--- config.mk ---
export PLATFORM = sky130hd
export DESIGN_NAME = wash_cycle_controller
export DESIGN_NICKNAME = d
export VERILOG_FILES = /design/src/rtl/wash_cycle_controller.sv
export SDC_FILE = /design/constraint.sdc
export NUM_CORES = 1
export LEC_CHECK = 0
export ABC_AREA = 1
export BUFFER_PORTS_ARGS = -buffer_cell sky130_fd_sc_hd__buf_2
export CELL_PAD_IN_SITES_DETAIL_PLACEMENT = 1
export CELL_PAD_IN_SITES_GLOBAL_PLACEMENT = 1
export CORE_UTILIZATION = 39
export DETAILED_ROUTE_END_ITERATION = 10
export PLACE_DENSITY = 0.89
export SETUP_SLACK_MARGIN = 0.2
export SYNTH_ARGS = -nofsm -noshare
export SYNTH_HDL_FRONTEND = slang
export SYNTH_SLANG_ARGS = --single-unit
--- constraint.sdc ---
create_clock -name clk -period 2.49 [get_ports clk]
set_input_delay 0.249 -clock clk [delete_from_list [all_inputs] [get_ports clk]]
set_output_delay 0.249 -clock clk [all_outputs]
set_load 0.005 [all_outputs]
--- src/rtl/wash_cycle_controller.sv ---
// Wash program sequencer: fill, wash, drain, spin. Owns the valves, drum motor
// and the flow-monitor handshake, and latches a fault on stalled flow or an open door.
module wash_cycle_controller #(
    parameter int unsigned FULL_LEVEL  = 800,
    parameter int unsigned EMPTY_LEVEL = 50,
    parameter int unsigned WASH_CYCLES = 20,
    parameter int unsigned SPIN_CYCLES = 10
) (
    input  logic       clk,
    input  logic       reset,
    input  logic       start,
    input  logic       abort,
    input  logic       door_closed,
    input  logic [9:0] water_level_sensor,
    input  logic       flow_error,
    output logic       fill_valve,
    output logic       drain_valve,
    output logic       motor_on,
    output logic       monitor_mode,
    output logic       monitor_reset,
    output logic       busy,
    output logic       done,
    output logic       fault,
    output logic [2:0] state
);

    typedef enum logic [2:0] {
        ST_IDLE    = 3'd0,
        ST_FILL    = 3'd1,
        ST_WASH    = 3'd2,
        ST_DRAIN   = 3'd3,
        ST_SPIN    = 3'd4,
        ST_DONE    = 3'd5,
        ST_FAULT   = 3'd6,
        ST_ILLEGAL = 3'd7
    } state_t;

    localparam logic [9:0]  FULL_L    = FULL_LEVEL[9:0];
    localparam logic [9:0]  EMPTY_L   = EMPTY_LEVEL[9:0];
    localparam logic [15:0] WASH_LAST = 16'(WASH_CYCLES - 1);
    localparam logic [15:0] SPIN_LAST = 16'(SPIN_CYCLES - 1);

    state_t      r_state;
    state_t      w_next;
    logic [15:0] r_cnt;
    logic [15:0] w_cnt_next;
    logic        r_entry;
    logic        w_entry_next;
    logic        w_flow_stall;
    logic        w_full;
    logic        w_empty;

    logic r_fill_valve, r_drain_valve, r_motor_on, r_monitor_mode;
    logic r_busy, r_done, r_fault;
    logic w_fill_valve, w_drain_valve, w_motor_on, w_monitor_mode;
    logic w_busy, w_done, w_fault;

    // The monitor's flag is clearing during the re-arm pulse, so it is ignored then.
    assign w_flow_stall = flow_error && !r_entry;
    assign w_full       = (water_level_sensor >= FULL_L);
    assign w_empty      = (water_level_sensor <= EMPTY_L);

    always_comb begin
        w_next = r_state;
        case (r_state)
            ST_IDLE: begin
                if (start && door_closed) w_next = ST_FILL;
            end
            ST_FILL: begin
                if (!door_closed || w_flow_stall) w_next = ST_FAULT;
                else if (abort)                   w_next = ST_DRAIN;
                else if (w_full)                  w_next = ST_WASH;
            end
            ST_WASH: begin
                if (!door_closed)              w_next = ST_FAULT;
                else if (abort)                w_next = ST_DRAIN;
                else if (r_cnt == WASH_LAST)   w_next = ST_DRAIN;
            end
            ST_DRAIN: begin
                if (!door_closed || w_flow_stall) w_next = ST_FAULT;
                else if (w_empty)                 w_next = ST_SPIN;
            end
            ST_SPIN: begin
                if (!door_closed)              w_next = ST_FAULT;
                else if (r_cnt == SPIN_LAST)   w_next = ST_DONE;
            end
            ST_DONE:  w_next = ST_IDLE;
            ST_FAULT: w_next = ST_FAULT;
            default:  w_next = ST_IDLE;
        endcase
    end

    // Counter only advances inside the timed phases and restarts on any transition.
    always_comb begin
        w_cnt_next = 16'd0;
        if (w_next == r_state && (r_state == ST_WASH || r_state == ST_SPIN))
            w_cnt_next = r_cnt + 16'd1;
    end

    assign w_entry_next = (w_next != r_state) && (w_next == ST_FILL || w_next == ST_DRAIN);

    // Outputs are decoded from the next state so the registered copies track r_state.
    always_comb begin
        w_fill_valve   = 1'b0;
        w_drain_valve  = 1'b0;
        w_motor_on     = 1'b0;
        w_monitor_mode = 1'b0;
        w_busy         = (w_next != ST_IDLE);
        w_done         = 1'b0;
        w_fault        = 1'b0;
        case (w_next)
            ST_FILL: begin
                w_fill_valve   = 1'b1;
                w_monitor_mode = 1'b1;
            end
            ST_WASH:  w_motor_on    = 1'b1;
            ST_DRAIN: w_drain_valve = 1'b1;
            ST_SPIN: begin
                w_drain_valve = 1'b1;
                w_motor_on    = 1'b1;
            end
            ST_DONE:  w_done  = 1'b1;
            ST_FAULT: w_fault = 1'b1;
            default: ;
        endcase
    end

    always_ff @(posedge clk) begin
        if (reset) begin
            r_state        <= ST_IDLE;
            r_cnt          <= 16'd0;
            r_entry        <= 1'b0;
            r_fill_valve   <= 1'b0;
            r_drain_valve  <= 1'b0;
            r_motor_on     <= 1'b0;
            r_monitor_mode <= 1'b0;
            r_busy         <= 1'b0;
            r_done         <= 1'b0;
            r_fault        <= 1'b0;
        end else begin
            r_state        <= w_next;
            r_cnt          <= w_cnt_next;
            r_entry        <= w_entry_next;
            r_fill_valve   <= w_fill_valve;
            r_drain_valve  <= w_drain_valve;
            r_motor_on     <= w_motor_on;
            r_monitor_mode <= w_monitor_mode;
            r_busy         <= w_busy;
            r_done         <= w_done;
            r_fault        <= w_fault;
        end
    end

    assign fill_valve    = r_fill_valve;
    assign drain_valve   = r_drain_valve;
    assign motor_on      = r_motor_on;
    assign monitor_mode  = r_monitor_mode;
    assign monitor_reset = r_entry;
    assign busy          = r_busy;
    assign done          = r_done;
    assign fault         = r_fault;
    assign state         = r_state;

endmodule

==> run summary <==
Status - finished, final reports clean
Final core utilization - 0.488
CP peak stage delay - 0.40 ns
Wire length per cell - 15.6 µm
Largest net degree at the start of global routing - 17
Gr ovfl total - 0
Area Overhead vs Synth - 19.4%
Drt pass-1 iters - 4
FF+latch area - 522 µm²
Reg-to-reg setup timing slack - 0.35 ns
WS Path Type - register to register
Worst hold stages - 2
Core area - 0.00369 mm²
CP Cell Sequence - ha_1 > inv_1 > nor2_1 > nand2_1 > nor2_1 > nand2_1 > nand2_1 > nand2_1 > nand2_1 > nand3_1 > a21oi_4 > nand3_4 > buf_4 > nor2_4
Placer Congestion - 0.790
Die H - 64.2 µm
Cell row count - 22
Final setup violation count - 0
Fillers - 493
Cell accounting for the most synthesized area - dfxtp_1
Distinct cells, synth - 26
Yosys reg bits - 26
R2R cell count - 14
Clock skew - 0.00342 ns
Critical Path End Type - register
Mapped Area - 0.00151 mm²
Share of post-route cells with drive strength above 1 - 0.291
Vias in the first global route - 1462
Max_slew headroom - 0.784
Drt total wl - 4440 µm
Die width - 64.2 µm
Reg clk slew, reported paths - 0.10 ns
Most used cell, CP - nand2_1
Crit path depth - 14
Worst Setup Start Kind - register
Hold Buf Count CTS - 0
Post-synth net total - 221
Starting Density - 0.408
CTS sink count - 26
Cells after synthesis - 203
Worst EP arrival - 2.36 ns
WP data required - 2.71 ns
Final Net Count - 256
YS warnings - 0
Clock root cell - clkbuf_8
Global Route Usage Sum - 0.215
Period Utilization, post-route - 0.860
RSZ-0062 raised after global routing - false
Design area - 0.00180 mm²
Antenna Nets Post-Route - 0
Worst Path Buf+Inv - 2
Final HPWL from detailed placement - 2850 µm
Actual slew at the worst max-slew pin - 0.321 ns
Max Cap Violations - 0
Multi-input gate area - 853 µm²
Post-synthesis sequential area ratio - 0.346
Clock tree buffer depth - 2
CTS tree - yes
Pwr Density - 714 mW/mm²
H-tree level count - 1
DR DRC count - 0
Max Fanout on Critical Path - 8
Post-route minimum period - 2.14 ns
Final setup TNS - 0 ns
Syn_area_per_cell - 7.42 µm²
Fmax - 0.467 GHz
Initial antenna violation count - 0
Clk_lat worst skew - 0.27 ns
# IOs - 27
Crit-path slowest cell - dfxtp_2
Slew Limit Fails - 0
Static leakage - 0.788 nW
Placed cell area - 0.00167 mm²
Num CTS Buffers - 3
Synth top area share - 0.346
CP delay by family, top - simple AND/OR/NAND/NOR gates
VDD IR max - 0.476 mV
Initial DRC Count - 45
Worst hold path class - input pin to register
First-pass GRT wire length - 6870 µm
Antenna diodes - 0
Synth top area cells - dfxtp_1 (35%), nand2_1 (9.7%), nor2_1 (9.0%)
Via Count - 1418
Final Hold Vio Count - 0
Drt via density - 4.98
# port buffers - 26
DIE AREA - 0.00412 mm²
-- power by group --
part / total (mW) / switching, mW / internal, mW
combinational: 0.439 / 0.272 / 0.166
sequential: 0.488 / 0.0340 / 0.454
clock: 0.359 / 0.144 / 0.215
-- per-layer routing --
metal	wire, µm	vias to the layer above	GRT usage
met5	0	-	0
met4	192	0	0.0639
met3	134	12	0.0321
met2	2260	34	0.394
met1	1850	678	0.257
li1	-	694	-
-- synthesized netlist by cell type (all sizes together) --
cell type	number
inv	28
buf	2
or2	1
xor2	7
nor3	5
and2	1
dfxtp	26
a21oi	5
nor2	49
nand4	5
nand2	45
nand3	18
xnor2	6
ha	2
o21ai	2
a31oi	1
-- final cells by class --
cell class / count / area share
inverter: 28 / 0.0584
sequential: 26 / 0.290
clock buffer: 3 / 0.0229
tap: 48 / 0.0334
clock inverter: 1 / 0.0167
multi-input combinational: 147 / 0.474
timing repair buffer: 32 / 0.104
-- sequential cells by signal, summed over array words and instances, names as in the netlist --
signal         count
busy               1
motor_on           1
drain_valve        1
monitor_reset      1
r_cnt             16
done               1
fault              1
state              3
monitor_mode       1
-- timing repair --
item,in CTS,in global routing
gates resized for setup,0,1
hold endpoints to repair,0,0
setup endpoints to repair,0,16
buffers inserted,0,6
-- metrics by stage --
step,instances,hold slack [ns],power (mW),worst slack (ns)
after floorplan,203,0.318,0.784,0.719
after global placement,275,0.471,0.866,0.492
after detailed placement,275,0.483,0.881,0.308
after CTS,279,0.222,1.25,0.240
after global routing,285,0.230,1.35,0.231
final,285,0.223,1.29,0.348
-- final timing paths --
kind | startpoint | end
hold reg to reg | r_cnt[0]$_SDFF_PP0_ | r_cnt[0]$_SDFF_PP0_
setup / recovery | r_cnt[0]$_SDFF_PP0_ | r_cnt[10]$_SDFF_PP0_
hold / removal | reset | motor_on$_SDFF_PP0_
setup reg to reg | r_cnt[0]$_SDFF_PP0_ | r_cnt[10]$_SDFF_PP0_
-- worst reg2reg max path: cells and delay by family (launching register included) --
kind,cells,cell delay [ns]
AOI/OAI and AO/OA,1,0.19
adders and majority gates,1,0.21
buffers and inverters,2,0.26
DFF,1,0.40
and+or+nand+nor,10,1.01
-- kinds of logic (layout without fill, tap and decap cells) --
| family | after synthesis | in the layout | synth area share |
|---|---|---|---|
| and+or+nand+nor | 124 | 124 | 0.439 |
| buffers and inverters | 30 | 64 | 0.0880 |
| DFF | 26 | 26 | 0.346 |
| xor gates and xnor gates | 13 | 13 | 0.0756 |
| AOI/OAI and AO/OA | 8 | 8 | 0.0349 |
| adders and majority gates | 2 | 2 | 0.0166 |
-- cell usage in the layout (no fill, tap or decap), types with 6 or more instances in the layout --
cell type / n
buf_2: 26
dfxtp_1: 25
inv_1: 23
nand2_1: 39
nand2_2: 6
nand3_1: 14
nor2_1: 36
nor2_4: 11
xnor2_1: 6
xor2_1: 7
(Power assumes the default switching activity.)
